## src/rtl/mesi_ccu.sv

```systemverilog
// mesi_ccu -- MESI coherence controller for four private L1 caches in front of a shared L2.
// It takes one processor request at a time, snoops the other cores, and returns the word
// from a snooping core, the requester's own line or L2. It pushes written lines to L2 and
// drives the next MESI state of every core (M=00, E=01, S=10, I=11).
//
// Ports
//   clk, rst                 clock and synchronous active-high reset
//   read, write              processor request (level); write wins if both are high
//   cache_hit, cache_miss    requester's L1 lookup result, sampled when SNOOP is left
//   pr_addr, pr_data         request address ([3:2] word, [11:4] index) and write word
//   req_core                 requesting core (0..3 = core1..core4)
//   bs_respN, coreN_valid    snoop response of core N, counted only when valid
//   snoop_data               word supplied by a snooping core
//   cache_dataN              current line of core N
//   cache_state_coreN        current MESI state of core N
//   l2_ready, l2_data        L2 handshake and returned line
//   bs_req, l2_read_req, l2_write_req, write_data   bus / L2 requests and line to write
//   data_out_CCU             word returned to the processor
//   cache_upd_state_coreN    next MESI state of core N
//   CCU_index                index of the accepted request
//   start, CCU_ready         accept and completion pulses
//
// Build option
//   MESI_CCU_DIRTY_FLUSH_EN  when defined, a read snoop hit on a core in M also writes that
//                            core's line back to L2 before completing.
module mesi_ccu #(
  parameter int ADDR_W  = 32,
  parameter int WORD_W  = 32,
  parameter int LINE_W  = 128,
  parameter int INDEX_W = 8
) (
  input  logic              clk,
  input  logic              rst,
  input  logic              read,
  input  logic              write,
  input  logic              cache_hit,
  input  logic              cache_miss,
  input  logic [ADDR_W-1:0] pr_addr,
  input  logic [WORD_W-1:0] pr_data,
  input  logic [1:0]        req_core,
  input  logic              bs_resp1,
  input  logic              bs_resp2,
  input  logic              bs_resp3,
  input  logic              bs_resp4,
  input  logic              core1_valid,
  input  logic              core2_valid,
  input  logic              core3_valid,
  input  logic              core4_valid,
  input  logic [WORD_W-1:0] snoop_data,
  input  logic [LINE_W-1:0] cache_data1,
  input  logic [LINE_W-1:0] cache_data2,
  input  logic [LINE_W-1:0] cache_data3,
  input  logic [LINE_W-1:0] cache_data4,
  input  logic [1:0]        cache_state_core1,
  input  logic [1:0]        cache_state_core2,
  input  logic [1:0]        cache_state_core3,
  input  logic [1:0]        cache_state_core4,
  input  logic              l2_ready,
  input  logic [LINE_W-1:0] l2_data,
  output logic              bs_req,
  output logic              l2_read_req,
  output logic              l2_write_req,
  output logic [LINE_W-1:0] write_data,
  output logic [WORD_W-1:0] data_out_CCU,
  output logic [1:0]        cache_upd_state_core1,
  output logic [1:0]        cache_upd_state_core2,
  output logic [1:0]        cache_upd_state_core3,
  output logic [1:0]        cache_upd_state_core4,
  output logic [INDEX_W-1:0] CCU_index,
  output logic              start,
  output logic              CCU_ready
);

  localparam logic [1:0] ST_M = 2'b00, ST_E = 2'b01, ST_S = 2'b10, ST_I = 2'b11;

  typedef enum logic [2:0] {IDLE, SNOOP, READ_L2, WRITE_L2, DONE} state_t;

  state_t     state;
  logic [1:0] core_q;   // latched requester
  logic [1:0] wsel_q;   // latched word select
  logic       wr_q;     // latched operation, 1 = write

  // per-core views of the flat port list
  logic [3:0]             bs_arr, vld_arr, resp;
  logic [3:0][LINE_W-1:0] line;
  logic [3:0][1:0]        cst, upd, snoop_upd;
  logic [LINE_W-1:0]      req_line, merged;

  assign bs_arr  = {bs_resp4, bs_resp3, bs_resp2, bs_resp1};
  assign vld_arr = {core4_valid, core3_valid, core2_valid, core1_valid};
  assign line    = {cache_data4, cache_data3, cache_data2, cache_data1};
  assign cst     = {cache_state_core4, cache_state_core3, cache_state_core2, cache_state_core1};

  assign cache_upd_state_core1 = upd[0];
  assign cache_upd_state_core2 = upd[1];
  assign cache_upd_state_core3 = upd[2];
  assign cache_upd_state_core4 = upd[3];

  // only the index and word select of the address matter here
  logic unused_addr_bits;
  assign unused_addr_bits = ^{pr_addr[ADDR_W-1:12], pr_addr[1:0]};

  assign req_line = line[core_q];

  always_comb begin
    // a core answering its own request is not a responder
    for (int n = 0; n < 4; n++)
      resp[n] = bs_arr[n] & vld_arr[n] & (2'(n) != core_q);

    merged = req_line;
    merged[wsel_q*WORD_W +: WORD_W] = pr_data;

    // cores outside the transaction echo their current state
    snoop_upd = cst;
    if (wr_q) begin
      for (int n = 0; n < 4; n++)
        if (resp[n]) snoop_upd[n] = ST_I;
      snoop_upd[core_q] = ST_M;
    end else if (|resp) begin
      for (int n = 0; n < 4; n++)
        if (resp[n]) snoop_upd[n] = ST_S;
      snoop_upd[core_q] = ST_S;
    end
  end

`ifdef MESI_CCU_DIRTY_FLUSH_EN
  logic       m_hit;
  logic [1:0] m_idx;
  // lowest-numbered responder holding the line modified
  always_comb begin
    m_hit = 1'b0;
    m_idx = 2'd0;
    for (int n = 3; n >= 0; n--)
      if (resp[n] && cst[n] == ST_M) begin
        m_hit = 1'b1;
        m_idx = 2'(n);
      end
  end
`endif

  always_ff @(posedge clk) begin
    if (rst) begin
      state        <= IDLE;
      core_q       <= 2'd0;
      wsel_q       <= 2'd0;
      wr_q         <= 1'b0;
      bs_req       <= 1'b0;
      l2_read_req  <= 1'b0;
      l2_write_req <= 1'b0;
      write_data   <= '0;
      data_out_CCU <= '0;
      upd          <= {4{ST_I}};
      CCU_index    <= '0;
      start        <= 1'b0;
      CCU_ready    <= 1'b0;
    end else begin
      start     <= 1'b0;
      CCU_ready <= 1'b0;
      case (state)
        IDLE: if (read || write) begin
          core_q    <= req_core;
          wsel_q    <= pr_addr[3:2];
          wr_q      <= write;
          CCU_index <= pr_addr[11:4];
          start     <= 1'b1;
          bs_req    <= 1'b1;
          state     <= SNOOP;
        end
        SNOOP: begin
          upd <= snoop_upd;
          if (wr_q) begin
            // only a miss carries the new word; a hit line already holds it
            write_data   <= cache_miss ? merged : req_line;
            l2_write_req <= 1'b1;
            state        <= WRITE_L2;
          end else if (|resp) begin
            data_out_CCU <= snoop_data;
`ifdef MESI_CCU_DIRTY_FLUSH_EN
            if (m_hit) begin
              write_data   <= line[m_idx];
              l2_write_req <= 1'b1;
              state        <= WRITE_L2;
            end else begin
              CCU_ready <= 1'b1;
              state     <= DONE;
            end
`else
            CCU_ready <= 1'b1;
            state     <= DONE;
`endif
          end else if (cache_hit) begin
            data_out_CCU <= req_line[wsel_q*WORD_W +: WORD_W];
            CCU_ready    <= 1'b1;
            state        <= DONE;
          end else begin
            l2_read_req <= 1'b1;
            state       <= READ_L2;
          end
        end
        READ_L2: if (l2_ready) begin
          data_out_CCU <= l2_data[wsel_q*WORD_W +: WORD_W];
          upd[core_q]  <= ST_E;
          CCU_ready    <= 1'b1;
          state        <= DONE;
        end
        WRITE_L2: if (l2_ready) begin
          CCU_ready <= 1'b1;
          state     <= DONE;
        end
        DONE: begin
          bs_req       <= 1'b0;
          l2_read_req  <= 1'b0;
          l2_write_req <= 1'b0;
          state        <= IDLE;
        end
        default: state <= IDLE;
      endcase
    end
  end

endmodule

```

## config.mk

```make
export PLATFORM = sky130hd
export DESIGN_NAME = mesi_ccu
export DESIGN_NICKNAME = d
export VERILOG_FILES = /design/src/rtl/mesi_ccu.sv
export SDC_FILE = /design/constraint.sdc
export NUM_CORES = 1
export LEC_CHECK = 0
export ABC_AREA = 1
export ABC_CLOCK_PERIOD_IN_PS = 2850
export BUFFER_PORTS_ARGS = -buffer_cell sky130_fd_sc_hd__buf_2
export CAP_MARGIN = 20
export CORE_AREA = 2 2 372 374
export CTS_BUF_LIST = sky130_fd_sc_hd__clkbuf_16
export DETAILED_ROUTE_END_ITERATION = 10
export DIE_AREA = 0 0 374 376
export PLACE_DENSITY = 0.36
export SKIP_LAST_GASP = 1
export SLEW_MARGIN = 40
export SYNTH_ARGS = -nofsm -noshare
export SYNTH_HDL_FRONTEND = slang
export SYNTH_SLANG_ARGS = --single-unit
```

## constraint.sdc

```tcl
create_clock -name clk -period 2.85 [get_ports clk]
set_input_delay 0.1425 -clock clk [delete_from_list [all_inputs] [get_ports clk]]
set_output_delay 0.1425 -clock clk [all_outputs]
set_load 0.05 [all_outputs]
```

* After elaboration in Yosys (flattened, before gate mapping)
Index checks and enable logic that the tools add are counted.
** Word-level totals
- Flip-flop bits (word level) :: 189
- Bits of input ports :: 761
- Logic and storage cells :: 128
** Cells by class
- Add/sub/neg operators :: 1
- Magnitude comparators :: 2
- Equality and inequality tests :: 15
- Shifts and indexed selects :: 4
- Mux-type cells :: 55
- Bitwise gates (word level) :: 17
- Reduce and logical (&&, ||, !) cells :: 18
** Operators with widths (number)
- binary-select mux 128 bit (select 2 bit) :: 1
- 2-to-1 mux 128 bit :: 2
- variable part select 128 x 8 -> 32 bit :: 2
- bitwise mux 128 bit :: 1
- 2-to-1 mux 32 bit :: 4
- variable shift 32 x 34 -> 128 bit (first input constant) :: 1
- variable part select 32 x 34 -> 128 bit :: 1
- case mux 32 bit (2 select lines) :: 1
- 2-to-1 mux 2 bit :: 21
- negator 7 -> 34 bit :: 1
- 2-to-1 mux 8 bit :: 3
- case mux 8 bit (2 select lines) :: 1
- 2-to-1 mux 3 bit :: 5
- inequality test 2 bit (second input constant) :: 6
- AND reduction 2 bit :: 6
- 2-to-1 mux 1 bit :: 10
- case mux 3 bit (3 select lines) :: 1
- bitwise AND 1 bit :: 8
- bitwise AND 4 bit :: 2
- bitwise AND 8 bit :: 1
- NOT 4 bit :: 2
- NOT 8 bit :: 1
- bitwise OR 4 bit :: 2
- case mux 1 bit (2 select lines) :: 4
- 18 further kinds :: 25

* Depth between registers and ports, before layout
- Depth in word-level cells :: 9
- Gate-level depth with buffers :: 14
- Depth with buffers taken out :: 11

* Least setup slack after synthesis
OpenSTA, ideal clock, no wires.
- Path type :: flip-flop to flip-flop
- Start :: register wsel_q[0]
- End :: register write_data[12]
- Setup time :: 74 ps
- Data arrival time :: 2152 ps
- Required time :: 2776 ps
- Setup slack :: 624 ps
- Cell stages (with the launch flop) :: 9
- Path buffers :: 3
- Clock period less this slack :: 2226 ps
- Cells stage by stage :: dfxtp_1 -> inv_2 -> clkbuf_1 -> clkbuf_1 -> ha_1 -> nor2_1 -> clkbuf_1 -> nand4_1 -> a31oi_1
** On the way
- Word-level cells in the longest chain between the ends :: 4
- Elaborated cells between the ends (all ways) :: 5
- Classes of those cells :: 1 x add/sub; 2 x shift; 2 x mux
** RTL lines
- from (decl) :: RTL line 80 : logic [1:0] wsel_q;
- from (signal assigned) :: RTL line 162 : wsel_q <= pr_addr[3:2];
- negator 7 -> 34 bit * :: RTL line 111 : merged[wsel_q*WORD_W +: WORD_W] = pr_data;
- variable part select 32 x 34 -> 128 bit or variable shift 32 x 34 -> 128 bit (tied branches) :: RTL line 111
- bitwise mux 128 bit * :: RTL line 111
- 2-to-1 mux 128 bit * :: RTL line 173 : write_data <= cache_miss ? merged : req_line;
- to (signal assigned) :: RTL line 173
- to (decl) :: RTL line 63 : output logic [LINE_W-1:0] write_data,
Every way passes the cells marked *; elsewhere a longest branch is shown, timed or not.
A chain may end at the register's enable or synchronous reset.

* Worst setup path after layout
- Start :: register core_q[0]
- End :: register data_out_CCU[31]
** On the way
- Word-level cells in the longest chain between the ends :: 7
- Elaborated cells between the ends (all ways) :: 18
- Classes of those cells :: 4 x eq/ne; 1 x shift; 6 x mux; 4 x bitwise; 3 x reduce/logical
** RTL lines
- from (decl) :: RTL line 79 : logic [1:0] core_q;
- from (signal assigned) :: RTL line 161 : core_q <= req_core;
- binary-select mux 128 bit (select 2 bit) :: RTL line 103 : assign req_line = line[core_q];
- 2-to-1 mux 128 bit (not written as such) :: RTL line 103
- variable part select 128 x 8 -> 32 bit :: RTL line 192 : data_out_CCU <= req_line[wsel_q*WORD_W +: WORD_W];
- 2-to-1 mux 32 bit :: RTL line 191 : end else if (cache_hit) begin
- 2-to-1 mux 32 bit :: RTL line 176 : end else if (|resp) begin
- 2-to-1 mux 32 bit :: RTL line 171 : if (wr_q) begin
- case mux 32 bit (2 select lines) :: RTL line 159 : case (state)
- to (signal assigned) :: RTL line 177 : data_out_CCU <= snoop_data;
- to (signal assigned) :: RTL line 192
- to (signal assigned) :: RTL line 201 : data_out_CCU <= l2_data[wsel_q*WORD_W +: WORD_W];
- to (decl) :: RTL line 64 : output logic [WORD_W-1:0] data_out_CCU,
Parallel ways exist; a longest one is shown, timed or not. The select of a mux whose other input is x is not followed.

==> flow_summary.ini <==
[layout]
layout-drive-gt1-share = 0.268
nets = 4618
mostFrequentLayoutCells = 1,506 x nand2_1, 919 x buf_2, 303 x a21oi_1
final_area_sq_mm = 0.0238
instances_no_fill = 5667
fillers = 16295
final_common_cell = nand2_1
synthToLayoutAreaGrowth_pct = 50.8

[grt]
globalRouteOverflowTotal = 0
grt_max_degree = 133
grt.total_usage = 0.190
antenna_found_initial = 43
grt_pass1_wl_mm = 185
grt_pass1_vias = 22667

[sta]
tns_ns = 0
final-setup-viol-count = 0
finClkSkew_ns = 0.0208
post-route-min-period_ns = 2.54
min_period_over_period = 0.893
slew_headroom = 0.429
rsz0062_at_grt = false
worst_pin_slew_ns = 0.857
hold_viol_final = 0
max_freq_mhz = 393
hold-worst-slack_ns = 0.0418
slew_viol_final = 0

[yosys]
synth-compound-area-share = 0.202
synthTopCellsByArea = nand2_1 36%, dfxtp_1 24%, a21oi_1 9.6%, o21ai_0 6.7%, nand3_1 6.2%
synth_nets = 3774
yosys.area_share.simple = 0.478
syn_area_sq_mm = 0.0158
seq_area_frac_synth = 0.240
yosys.area.top_type = nand2_1
synth_top_family_by_area = simple AND/OR/NAND/NOR gates
synth-warning-count = 0
synth_top_area_share = 0.359
synth.mux.area_fraction = 0
synthAdderAreaFrac = 0.00396
yosys.area_share.xor_xnor = 0
synth_cell_types = 24
ys_ff_latch = 189
syn_inst = 3008
syn_avg_cell_area_sq_um = 5.25

[worst_hold_path]
worstHoldEndpoint = core_q[0]
worstHoldStart = req_core[0]
whs_path_depth = 3
min_path_type = primary input to register

[setup_path]
r2r-start = core_q[0]
cp_data_arrival_time_ns = 3.00
cp-start-kind = register
reg2reg_to = data_out_CCU[31]
cp.required_ns = 3.31
endpoint_kind = register
r2r_setup_slack_ns = 0.31
crit_fanout = 74
critical_path_class = register to register
reg2reg_depth = 12

[drt]
wl_mm = 139
drtIter0Drc = 1597
wl_per_cell_um = 24.5
dr.pass1.iters = 6
drc = 0
ant_nets = 0
vias = 23603
via_per_inst = 4.16

[clock_network]
clock-sinks = 189
clockRootBuffer = clkbuf_16
cts_setup_buffers = 0
h-tree-depth = 4
clkTransAtPathRegs_ns = 0.09
cts_buffers = 17
clk_latency_ns = 0.54
cts_buffer_depth = 2
cts_tree = done

[place]
post_dp_cell_area_sq_mm = 0.0223
place_congestion = 0.871
dp.cells = 5542
portBuffers = 919
dp_hpwl_mm = 112

[floorplanning]
pin_count = 942
fp-row-count = 136
die_h_um = 376
core-area_sq_mm = 0.137
die_x_um = 374
start_util = 0.116
die-area_sq_mm = 0.141

[power]
leakage_nw = 12.8
peakVddDrop_v = 0.000553
pwr_density_cell_mw_per_mm2 = 718

[run]
maxCapViolations = 0

[status]
status = completed
## per-layer routing
layer  global-route usage  vias to the layer above  wire length (um)  part of all wire
met5                    0                        -               167            0.0012
li1                     -                    11435                 -                 -
met1                0.259                    11140             64300              0.46
met3               0.0436                      103              9280             0.067
met4               0.0371                       26              2030             0.015
met2                0.304                      899             63100              0.45
## sequential cells by signal, summed over array words and instances (netlist names), 2 cells and up
register,count
wsel_q,2
write_data,128
data_out_CCU,32
cache_upd_state_core3,2
core_q,2
CCU_index,8
cache_upd_state_core1,2
state,3
cache_upd_state_core2,2
cache_upd_state_core4,2
## where the power goes
group | leakage, nW | switching [mW] | internal [mW]
registers | 1.54 | 0.257 | 3.01
clock network | 0.283 | 1.46 | 1.24
logic | 11.0 | 8.46 | 2.69
total | 12.8 | 10.2 | 6.93
## cells by family (layout without fill, tap and decap cells)
logic type	after synthesis	after routing
buffers and inverters	279	1136
adders and majority gates	5	5
DFF	189	189
AOI/OAI and AO/OA	602	602
and+or+nand+nor	1933	1933
other	0	8
## final cells by class
type | count | area (sq um) | area share
flip-flops and latches | 189 | 3800 | 0.160
clock buffers | 17 | 425 | 0.0179
clock inverters | 15 | 155 | 0.00652
multi-input cells | 2540 | 10900 | 0.457
repair buffers | 1064 | 6110 | 0.257
diodes | 8 | 20.0 | 0.000841
inverters | 40 | 185 | 0.00778
well taps | 1794 | 2240 | 0.0943
## worst max-delay path by stage
stage / from / end / slack [ns] / depth (start not counted)
final: core_q[0] / data_out_CCU[31] / 0.31 / 12
after detailed placement: core_q[0] / data_out_CCU[10] / 0.09 / 12
after CTS: core_q[0] / data_out_CCU[10] / 0.05 / 12
after global routing: core_q[0] / data_out_CCU[10] / 0.07 / 12
after floorplan: wsel_q[0] / write_data[12] / 0.62 / 8
after global placement: core_q[0] / data_out_CCU[10] / 0.07 / 12
## timing repair
action,in CTS,in global routing
gates resized for setup,0,3
setup endpoints to repair,0,2
hold buffers,85,0
hold endpoints to repair,85,0
## worst max-delay path, cell delays in order, from the launching register on
cell and delay, ns:
dfxtp_4 0.43, clkinv_8 0.15, buf_16 0.34, nand2_1 0.12, nand2_1 0.38, nand2_1 0.14
nand3_1 0.11, nand3_1 0.25, nand2_1 0.20, nand2_1 0.07, nand2_1 0.06, nand2_1 0.05
a21oi_1 0.12
## synthesized netlist by cell type (all sizes together)
cell	instances
nand2	1512
nand3	197
a41oi	28
ha	5
clkbuf	106
a31oi	4
o211ai	10
o21ai	224
nor2	202
nand4	6
nor3	16
dfxtp	189
o22ai	33
a21oi	303
inv	39
clkinv	1
buf	133
## metrics by stage
| stage | setup slack, ns | total power, mW | util |
|---|---|---|---|
| 6_report | 0.306 | 17.1 | 0.174 |
| 2_1_floorplan | 0.624 | 9.31 | - |
| 3_5_place_dp | 0.0854 | 14.5 | 0.164 |
| 3_3_place_gp | 0.0727 | 14.6 | 0.164 |
| 4_1_cts | 0.0505 | 17.4 | 0.174 |
| 5_1_grt | 0.0709 | 18.4 | 0.174 |
(Power assumes the default switching activity.)
